[src/rtl/div_issue_ctrl.sv]
// div_issue_ctrl: sequences the shared multi-cycle divider for DIV/MOD with zero shortcut, result cache, abort and timeout
module div_issue_ctrl #(
  parameter int TIMEOUT  = 64,
  parameter bit CACHE_EN = 1'b1
) (
  input  logic        clk,
  input  logic        reset,
  input  logic        op_valid,
  input  logic [12:0] aluSignals,
  input  logic [31:0] A,
  input  logic [31:0] B,
  input  logic        flush,
  input  logic        div_done,
  input  logic [31:0] div_quo,
  input  logic [31:0] div_rem,
  output logic        div_start,
  output logic [31:0] div_a,
  output logic [31:0] div_b,
  output logic        stall,
  output logic [31:0] div_result,
  output logic        result_valid,
  output logic        div_timeout,
  output logic [31:0] stall_cycles
);
  typedef enum logic [1:0] {IDLE, BUSY, DONE, ABORT} state_t;
  state_t      r_state, w_next;
  logic        r_op_div, r_cv, r_timeout;
  logic [31:0] r_div_a, r_div_b, r_tcnt, r_stall_cycles;
  logic [31:0] r_ca, r_cb, r_cq, r_cr;
  logic        w_req, w_is_div, w_zero, w_hit, w_cache_wr;
  assign w_req      = op_valid & ~flush & (aluSignals[4] | aluSignals[5]) & ~reset;
  assign w_is_div   = aluSignals[4];
  assign w_zero     = B == 32'd0;
  assign w_hit      = CACHE_EN && r_cv && A == r_ca && B == r_cb;
  // a squashed operation still returns its result, which remains worth caching
  assign w_cache_wr = div_done & (r_state == BUSY | r_state == ABORT);
  assign div_a        = r_div_a;
  assign div_b        = r_div_b;
  assign div_timeout  = r_timeout;
  assign stall_cycles = r_stall_cycles;
  always_comb begin
    w_next       = r_state;
    div_start    = 1'b0;
    stall        = 1'b0;
    result_valid = 1'b0;
    div_result   = '0;
    case (r_state)
      IDLE: if (w_req) begin
        if (w_zero || w_hit) begin
          result_valid = 1'b1;
          div_result   = w_zero ? (w_is_div ? '1 : A) : (w_is_div ? r_cq : r_cr);
        end else begin
          div_start = 1'b1;
          stall     = 1'b1;
          w_next    = BUSY;
        end
      end
      BUSY: begin
        stall  = 1'b1;
        w_next = div_done ? (flush ? IDLE : DONE) : (flush ? ABORT : BUSY);
      end
      DONE: begin
        result_valid = 1'b1;
        div_result   = r_op_div ? r_cq : r_cr;
        w_next       = IDLE;
      end
      ABORT: begin
        stall  = w_req;
        w_next = div_done ? IDLE : ABORT;
      end
      default: w_next = IDLE;
    endcase
  end
  always_ff @(posedge clk) begin
    if (reset) begin
      r_state        <= IDLE;
      r_div_a        <= '0;
      r_div_b        <= '0;
      r_op_div       <= 1'b0;
      r_cv           <= 1'b0;
      r_timeout      <= 1'b0;
      r_tcnt         <= '0;
      r_stall_cycles <= '0;
    end else begin
      r_state <= w_next;
      if (div_start) begin
        r_div_a  <= A;
        r_div_b  <= B;
        r_op_div <= w_is_div;
        r_tcnt   <= 32'd1;
      end else if (r_state == BUSY && r_tcnt != 32'(TIMEOUT)) begin
        r_tcnt <= r_tcnt + 32'd1;
      end
      if (r_state == BUSY && r_tcnt >= 32'(TIMEOUT - 1)) r_timeout <= 1'b1;
      if (w_cache_wr) r_cv <= 1'b1;
      if (stall && r_stall_cycles != '1) r_stall_cycles <= r_stall_cycles + 32'd1;
    end
  end
  always_ff @(posedge clk) begin
    if (w_cache_wr) begin
      r_ca <= r_div_a;
      r_cb <= r_div_b;
      r_cq <= div_quo;
      r_cr <= div_rem;
    end
  end
endmodule

[config.mk]
export PLATFORM = sky130hd
export DESIGN_NAME = div_issue_ctrl
export DESIGN_NICKNAME = d
export VERILOG_FILES = /design/src/rtl/div_issue_ctrl.sv
export SDC_FILE = /design/constraint.sdc
export NUM_CORES = 1
export LEC_CHECK = 0
export ABC_AREA = 1
export ABC_CLOCK_PERIOD_IN_PS = 4780
export CORE_MARGIN = 2
export CORE_UTILIZATION = 51
export CTS_CLUSTER_DIAMETER = 50
export CTS_CLUSTER_SIZE = 12
export DETAILED_ROUTE_END_ITERATION = 7
export GPL_ROUTABILITY_DRIVEN = 0
export HOLD_SLACK_MARGIN = 0.02
export PLACE_DENSITY = 0.85
export SLEW_MARGIN = 10
export SYNTH_ARGS = -nofsm -noshare
export SYNTH_HDL_FRONTEND = slang
export SYNTH_SLANG_ARGS = --single-unit
[constraint.sdc]
create_clock -name clk -period 4.78 [get_ports clk]
set_clock_uncertainty 0.1 [all_clocks]
set_input_delay 0.956 -clock clk [delete_from_list [all_inputs] [get_ports clk]]
set_output_delay 0.956 -clock clk [all_outputs]
set_load 0.005 [all_outputs]
==> results of run 1 <==
==> report_power, final <==
group | internal (µW) | leakage (µW) | switching (µW) | total [µW]
sequential | 2400 | 0.00231 | 30.7 | 2430
clock | 1300 | 0.000475 | 926 | 2220
combinational | 209 | 0.00356 | 236 | 445
==> area by class of cell <==
| cell class | instances | area [µm²] | area share (%) |
|---|---|---|---|
| Clock inverter | 10 | 65.1 | 0.391 |
| Antenna cell | 3 | 7.51 | 0.0451 |
| Tap cell | 324 | 405 | 2.43 |
| Clock buffer | 46 | 896 | 5.38 |
| Multi-Input combinational cell | 1123 | 5350 | 32.1 |
| Timing Repair Buffer | 283 | 2830 | 17.0 |
| Inverter | 158 | 596 | 3.58 |
| Sequential cell | 261 | 6510 | 39.1 |
==> routing by layer <==
layer	GRT usage (%)	vias to the layer above	part of all wire [%]
met5	0	-	0.034
met4	10.9	2	3.9
li1	-	5815	-
met1	34.8	5634	39
met2	47.2	623	47
met3	6.51	100	9.5
==> kinds of logic (layout without fill, tap and decap cells) <==
| family | count (synthesis) | in the layout |
|---|---|---|
| flops | 261 | 261 |
| fa+ha+maj | 3 | 3 |
| simple gates | 726 | 726 |
| xor+xnor | 70 | 70 |
| buf+inv | 231 | 497 |
| other cells | 0 | 3 |
| mux | 6 | 6 |
| compound gates | 318 | 318 |
==> per-stage QoR <==
| step | power [µW] | hold slack [ns] | instances | utilization, % |
|---|---|---|---|---|
| detailed placement | 2910 | 0.337 | 2148 | 64.1 |
| CTS | 5110 | 0.354 | 2204 | 68.0 |
| floorplan | 2660 | 0.336 | 1615 | - |
| finish | 5090 | 0.352 | 2208 | 68.1 |
| global placement | 2900 | 0.331 | 2148 | 64.1 |
| global route | 5260 | 0.369 | 2208 | 68.1 |
==> how the worst min path moves through the flow <==
stage               startpoint       end  slack (ns)  depth (start not counted)
floorplan                 r_cv      r_cv        0.34                          2
global placement      div_b[1]   r_cb[1]        0.33                          0
detailed placement   div_b[31]  r_cb[31]        0.34                          0
CTS                  div_b[30]  r_cb[30]        0.35                          0
global route         div_b[24]  r_cb[24]        0.37                          0
finish               div_b[30]  r_cb[30]        0.35                          0
==> critical path: cells and delay by family <==
kind | cells | cell delay (ns)
compound gates | 1 | 0.25
buf+inv | 4 | 1.31
simple gates | 10 | 1.02
==> flip-flops by register name, summed over array words and instances (netlist names) <==
signal and cells:
r_cv 1, r_cr 32, div_b 32, r_state 2, r_op_div 1, div_timeout 1
r_cb 32, r_tcnt 32, r_ca 32, r_cq 32, div_a 32, stall_cycles 32
==> layout by cell type (no fill, tap or decap), drive strengths merged, types with 35 or more instances in the layout <==
cell           count
nor2             192
clkdlybuf4s50    263
xor2              46
edfxtp           128
a21oi            188
nand2            396
o21ai            123
inv              161
nor3              35
clkbuf            46
dfxtp            133
nand3             48
==> what timing repair did <==
| action | in CTS | in global routing |
|---|---|---|
| buffers inserted | 0 | 1 |
| endpoints found under the setup margin | 0 | 11 |
| gates resized for setup | 0 | 2 |
| hold buffers | 0 | 0 |
==> impl_metrics.toml, run 1 <==
[synth]
synth_xor_area_share_pct = 4.80
syn_inst = 1615
synth_commonest_cells = "nand2_1, nor2_1, a21oi_1, inv_1, dfxtp_1"
synth-main-ff-cell = "dfxtp_1"
synth_most_common_cell = "nand2_1"
synth_edf_count = 128
synth_top_cell_area_share_pct = 30.1
ys_types = 37
ys_warn_count = 0
synth_seq_area_share_pct = 50.9
avgSynthCellArea_um2 = 7.91
synth.cell_area_um2 = 12800
synth_seq_cells = 261
synth_nets = 1764
synthAdderAreaFrac_pct = 0.294
synth-simple-area-share_pct = 23.7
muxShareOfSynthArea_pct = 0.529
synth_area_leaders = "edfxtp_1, dfxtp_1, nand2_1"
synth_top_cell_by_area = "edfxtp_1"
synth_compound_gate_area_share_pct = 12.5
synth_top_family_by_area = "simple AND/OR/NAND/NOR gates"
async_flop_share_pct = 0

[clocking]
cts.sinks = 261
cts_tree = "built"
clock_latency_ns = 0.55
cts.path.max_buffers = 3
numCtsBuffers = 30
clkTransAtPathRegs_ns = 0.07
cts_max_level = 1
cts-root-buf = "clkbuf_16"

[detailed_routing]
first_iter_violations = 1089
first_pass_iters = 5
ant_nets = 0
drc = 0
routed_wl_um = 37900
viasPerCell = 5.51
vias = 12200
wl_per_cell_um = 17.2

[critical_path]
endpoint = "div_result[24]"
reg2reg_depth = 11
timing.rr.end = "stall_cycles[4]"
critPathArrivalTime_ns = 3.54
cp.required_ns = 3.72
start_kind = "input port"
critical_path.max_fanout = 33
worstSetupEndpointType = "output pin"
slowest_delay_ns = 0.55
crit_top_cell = "nand2_1"
crit_start = "B[18]"
slowest_stage = "clkdlybuf4s50_1"
r2r-start = "stall_cycles[0]"
crit_type = "input port to output pin"
path_cells = "clkdlybuf4s50_1 -> inv_1 -> nand2_1 -> nand2_1 -> nor2_1 -> nand2_1 -> nor2_1 -> nand2_1 -> nor2_1 -> nand3_1 -> nand2_1 -> nand2_1 -> buf_12 -> o21ai_0 -> clkdlybuf4s50_1"
reg2reg_slack_ns = 2.02

[timing]
worst_slew_pin_slew_ns = 0.936
finalSetupTns_ns = 0
fin_crit_sh_pct = 96.2
fin_ws_ns = 0.182
finalCriticalPeriod_ns = 4.60
max_clock_freq_mhz = 217
setup_viol = 0
slew_headroom_pct = 37.6
slew_viol_final = 0
finalHoldViolations = 0

[floorplan]
fp.dieH_um = 162
initial_core_util_pct = 52.2
core-area_um2 = 24500
ios = 278
rows = 57
die_w_um = 162
die-area_um2 = 26300

[placement]
hpwl_um = 26400
place_ws_ns = 0.158
portBuffers = 266
dpl_cell_area_um2 = 15700

[global_route]
grt_max_degree = 96
grt_use_total_pct = 28.0
grt_pass1_wl_um = 59000
antenna_found_initial = 4
gr-total-overflow = 0
grt_pass1_vias = 11300

[flow_run]
drv_cap = 0

[pwr]
leakagePower_uw = 0.00634
power_density_nw_per_um2 = 306
ir_drop_uv = 276

[finish]
finalInstanceArea_um2 = 16700
fin_nets = 2006
area_delta_synth_final_pct = 30.4
num-fill-cells = 1847
final_layout_size_suffix_gt1_share_pct = 4.78

[run_status]
outcome = "finished, final reports clean"

[hold_path]
hold_path_class = "flip-flop to flip-flop"
Power figures use the tool's default switching activity.
==> run 2: changes to the inputs <==
Settings changed: CORE_UTILIZATION 51 to 57, DONT_BUFFER_PORTS set to 1, PLACE_DENSITY 0.85 to 0.77.
==> impl_metrics.toml, run 2 (same netlist as run 1, synthesis figures left out) <==
[global_route]
gr-total-overflow = 0
antenna_found_initial = 1
grt_pass1_vias = 10100
grt_use_total_pct = 27.6
grt_max_degree = 96
grt_pass1_wl_um = 53000

[clocking]
cts.path.max_buffers = 3
numCtsBuffers = 30
ctsResizeCount = 0
cts_max_level = 1
cts-root-buf = "clkbuf_16"
clock_latency_ns = 0.58
cts.sinks = 261
cts_tree = "built"
clkTransAtPathRegs_ns = 0.06
holdBufCountCts = 0
post_cts_buffers = 0

[hold_path]
hold_end = "r_cv"
min_from = "r_cv"
min_path_cells = 2
hold_path_class = "flip-flop to flip-flop"

[pwr]
power_density_nw_per_um2 = 354
ir_drop_uv = 318
leakagePower_uw = 0.00531

[floorplan]
rows = 54
die-area_um2 = 23600
initial_core_util_pct = 58.4
die_w_um = 154
fp.dieH_um = 154
ios = 278
core-area_um2 = 21900

[detailed_routing]
drc = 0
first_pass_iters = 5
routed_wl_um = 33700
wl_per_cell_um = 17.8
ant_nets = 0
vias = 10800
viasPerCell = 5.70
first_iter_violations = 1061

[placement]
hpwl_um = 23400
portBuffers = 0
dp.cells = 1834

[flow_run]
drv_cap = 0

[finish]
final_layout_size_suffix_gt1_share_pct = 5.09
fin_nets = 1735
register_area_um2 = 6510
multi_input_comb_area_um2 = 5350
area_delta_synth_final_pct = 8.95
mostFrequentLayoutCell = "nand2_1"
instances_no_fill = 1891
num-fill-cells = 1859
final_cell_mix = "nand2_1, nor2_1, a21oi_1, inv_1, dfxtp_1"

[critical_path]
start_kind = "flip-flop"
worstSetupEndpointType = "output pin"
crit_type = "flip-flop to output pin"
cp.required_ns = 3.72
reg2reg_slack_ns = 1.97
critical_path.max_fanout = 21
timing.rr.end = "stall_cycles[26]"
reg2reg_depth = 14
critPathArrivalTime_ns = 3.11
r2r-start = "r_ca[26]"

[run_status]
outcome = "finished, final reports clean"

[timing]
finalCriticalPeriod_ns = 4.16
finalSetupTns_ns = 0
worst_slew_pin_slew_ns = 1.14
finalHoldViolations = 0
slew_headroom_pct = 23.9
max_clock_freq_mhz = 240
fin_crit_sh_pct = 87.1
setup_viol = 0
slew_viol_final = 0
rsz0062_at_grt = "no"
## run 2: cell types whose count changed in the layout (fill, tap and decap cells not counted), sizes merged
| cell | change |
|---|---|
| dlymetal6s2s | -1 |
| diode | -2 |
| buf | -7 |
| clkbuf | -2 |
| inv | -1 |
| clkinvlp | +1 |
| bufinv | +2 |
| clkdlybuf4s50 | -263 |
## run 2: power by group
| part | leakage, µW | internal [µW] | switching (µW) |
|---|---|---|---|
| clock | 0.000479 | 1350 | 934 |
| sequential | 0.00231 | 2400 | 38.3 |
| combinational | 0.00252 | 71.3 | 148 |
| total | 0.00531 | 3810 | 1120 |
## run 2: metal layers
metal / part of all wire (%) / global-route usage, % / vias to the layer above
met5: 0 / 0 / -
met2: 46 / 44.6 / 470
met3: 10 / 8.34 / 82
li1: - / - / 5269
met1: 41 / 35.3 / 4957
met4: 3.5 / 9.74 / 0
## run 2: layout make-up
cell class                 count  area share [%]
antenna                        1          0.0180
clock buffer                  44            6.07
clock inverter                12            1.10
inverter                     158            4.28
multi-input combinational   1123            38.4
sequential                   261            46.7
tap                          280            2.52
timing repair buffer          12           0.827
## run 2: worst max path at each step
stage          startpoint        endpoint  slack (ns)  cells past startpoint
4_1_cts           r_cb[2]  div_result[21]        0.60                     10
6_report         r_ca[26]  div_result[28]        0.62                     12
2_1_floorplan    div_done         r_ca[0]        0.68                      2
5_1_grt          r_ca[28]  div_result[21]        0.35                     12
3_3_place_gp         B[0]  div_result[12]        0.61                     13
3_5_place_dp         B[0]  div_result[21]        0.62                     13
## run 2: per-stage QoR
step	hold slack (ns)	utilization, %	worst slack (ns)	power (µW)	instance area (µm²)
after floorplan	0.336	-	0.680	2660	12800
after global placement	0.350	59.0	0.612	2690	12900
after detailed placement	0.347	59.0	0.622	2700	12900
after CTS	0.345	63.6	0.597	4960	13900
after global routing	0.350	63.6	0.347	5080	13900
final	0.364	63.6	0.618	4930	13900
## run 2: worst max-delay path, stage by stage (launching register included)
cell and delay (ns):
edfxtp_1 0.39, nor2_1 0.10, nor2_1 0.05, nor2_1 0.24, nand2_1 0.12, nor2_1 0.11, nand2_1 0.07, nor2_1 0.09
nand3_1 0.13, nand2_1 0.09, nand2_1 0.48, buf_4 0.40, o21ai_0 0.27
==> run 3: changes to the inputs <==
Settings changed: CELL_PAD_IN_SITES_DETAIL_PLACEMENT set to 0, CELL_PAD_IN_SITES_GLOBAL_PLACEMENT set to 2, CORE_UTILIZATION 57 to 37, CTS_CLUSTER_SIZE 12 to not set, PLACE_DENSITY 0.77 to 0.85.
==> impl_metrics.toml, run 3 (same netlist as run 1, synthesis figures left out) <==
[floorplan]
core-area_um2 = 34300
initial_core_util_pct = 37.3
ios = 278
die-area_um2 = 36000
rows = 68
fp.dieH_um = 190
die_w_um = 190

[timing]
slew_viol_final = 0
setup_viol = 0
rsz0062_at_grt = "no"
finalCriticalPeriod_ns = 4.04
finalSetupTns_ns = 0
finalHoldViolations = 0
max_clock_freq_mhz = 247
worst_slew_pin_slew_ns = 1.04
slew_headroom_pct = 30.7
fin_crit_sh_pct = 84.5

[detailed_routing]
first_pass_iters = 5
ant_nets = 0
wl_per_cell_um = 18.0
first_iter_violations = 717
viasPerCell = 5.02
routed_wl_um = 37500
drc = 0
vias = 10500

[global_route]
grt_use_total_pct = 20.2
grt_max_degree = 101
antenna_found_initial = 0
grt_pass1_wl_um = 57000
gr-total-overflow = 0
grt_pass1_vias = 10100

[clocking]
cts.sinks = 261
cts-root-buf = "clkbuf_16"
post_cts_buffers = 0
cts.path.max_buffers = 3
numCtsBuffers = 38
holdBufCountCts = 0
cts_max_level = 2
cts_tree = "built"
clkTransAtPathRegs_ns = 0.06
ctsResizeCount = 0
clock_latency_ns = 0.54

[critical_path]
r2r-start = "r_cb[1]"
worstSetupEndpointType = "output pin"
critPathArrivalTime_ns = 2.98
cp.required_ns = 3.72
start_kind = "input port"
crit_type = "input port to output pin"
critical_path.max_fanout = 66
crit_start = "B[0]"
reg2reg_depth = 14

[pwr]
leakagePower_uw = 0.00545
ir_drop_uv = 222
p_total_uw = 5440
power_density_nw_per_um2 = 378

[hold_path]
hold_path_class = "flip-flop to flip-flop"
min_from = "r_cv"
min_path_cells = 2

[finish]
final_cell_mix = "nand2_1, nor2_1, a21oi_1, inv_1, dfxtp_1"
mostFrequentLayoutCell = "nand2_1"
num-fill-cells = 3428
fin_nets = 1745
area_delta_synth_final_pct = 12.7
final_layout_size_suffix_gt1_share_pct = 6.03

[run_status]
outcome = "finished, final reports clean"

[placement]
portBuffers = 0
hpwl_um = 26000

[flow_run]
drv_cap = 0
[run 3: changes by cell type in the layout (fill, tap and decap cells not counted), moves of 2 or more]
cell       delta
buf_12        -2
buf_4         +4
clkbuf_1      -2
clkbuf_16     +9
clkinv_2      +3
clkinv_4      +3
inv_4         -2
inv_6         +2
[run 3: metal layers]
metal / up-vias / routed length, µm / track usage (%) / share of wire (%)
li1: 5300 / - / - / -
met1: 4812 / 15700 / 24.5 / 42
met2: 267 / 17400 / 33.4 / 46
met3: 72 / 3240 / 7.12 / 8.7
met4: 0 / 1140 / 7.22 / 3.0
met5: - / 0 / 0 / 0
[run 3: final timing paths]
path                endpoint  slack [ns]
max           div_result[14]        0.74
min                     r_cv        0.36
max reg2reg  stall_cycles[2]        1.95
min reg2reg             r_cv        0.36
[run 3: layout make-up]
type                    instances  area (µm²)  share of cell area (%)
diodes                          2        5.00                  0.0348
clock buffers                  51        1060                    7.38
clock inverters                18         195                    1.36
inverters                     158         599                    4.16
multi-input cells            1123        5350                    37.2
flip-flops and latches        261        6510                    45.2
well taps                     455         569                    3.96
repair buffers                 14         105                   0.730
[run 3: stage by stage]
| step | hold slack [ns] | std cells | area (µm²) | utilization, % | setup WS, ns |
|---|---|---|---|---|---|
| 2_1_floorplan | 0.336 | 1615 | 12800 | - | 0.680 |
| 4_1_cts | 0.354 | 2080 | 14400 | 42.0 | 0.736 |
| 5_1_grt | 0.365 | 2080 | 14400 | 42.0 | 0.527 |
| 3_5_place_dp | 0.346 | 2011 | 13100 | 38.3 | 0.752 |
| 6_report | 0.355 | 2082 | 14400 | 42.0 | 0.739 |
| 3_3_place_gp | 0.344 | 2011 | 13100 | 38.3 | 0.762 |
[run 3: report_power, final]
part,switching (µW),internal (µW)
sequential,39.5,2400
clock,1050,1730
combinational,149,70.1
total,1240,4200
[run 3: critical path: stages]
cell     delay, ns
nor4_1        0.30
nand2_1       0.13
nor2_1        0.24
nand4_1       0.25
buf_4         0.41
nor2_1        0.18
a21oi_1       0.05
o21ai_0       0.40
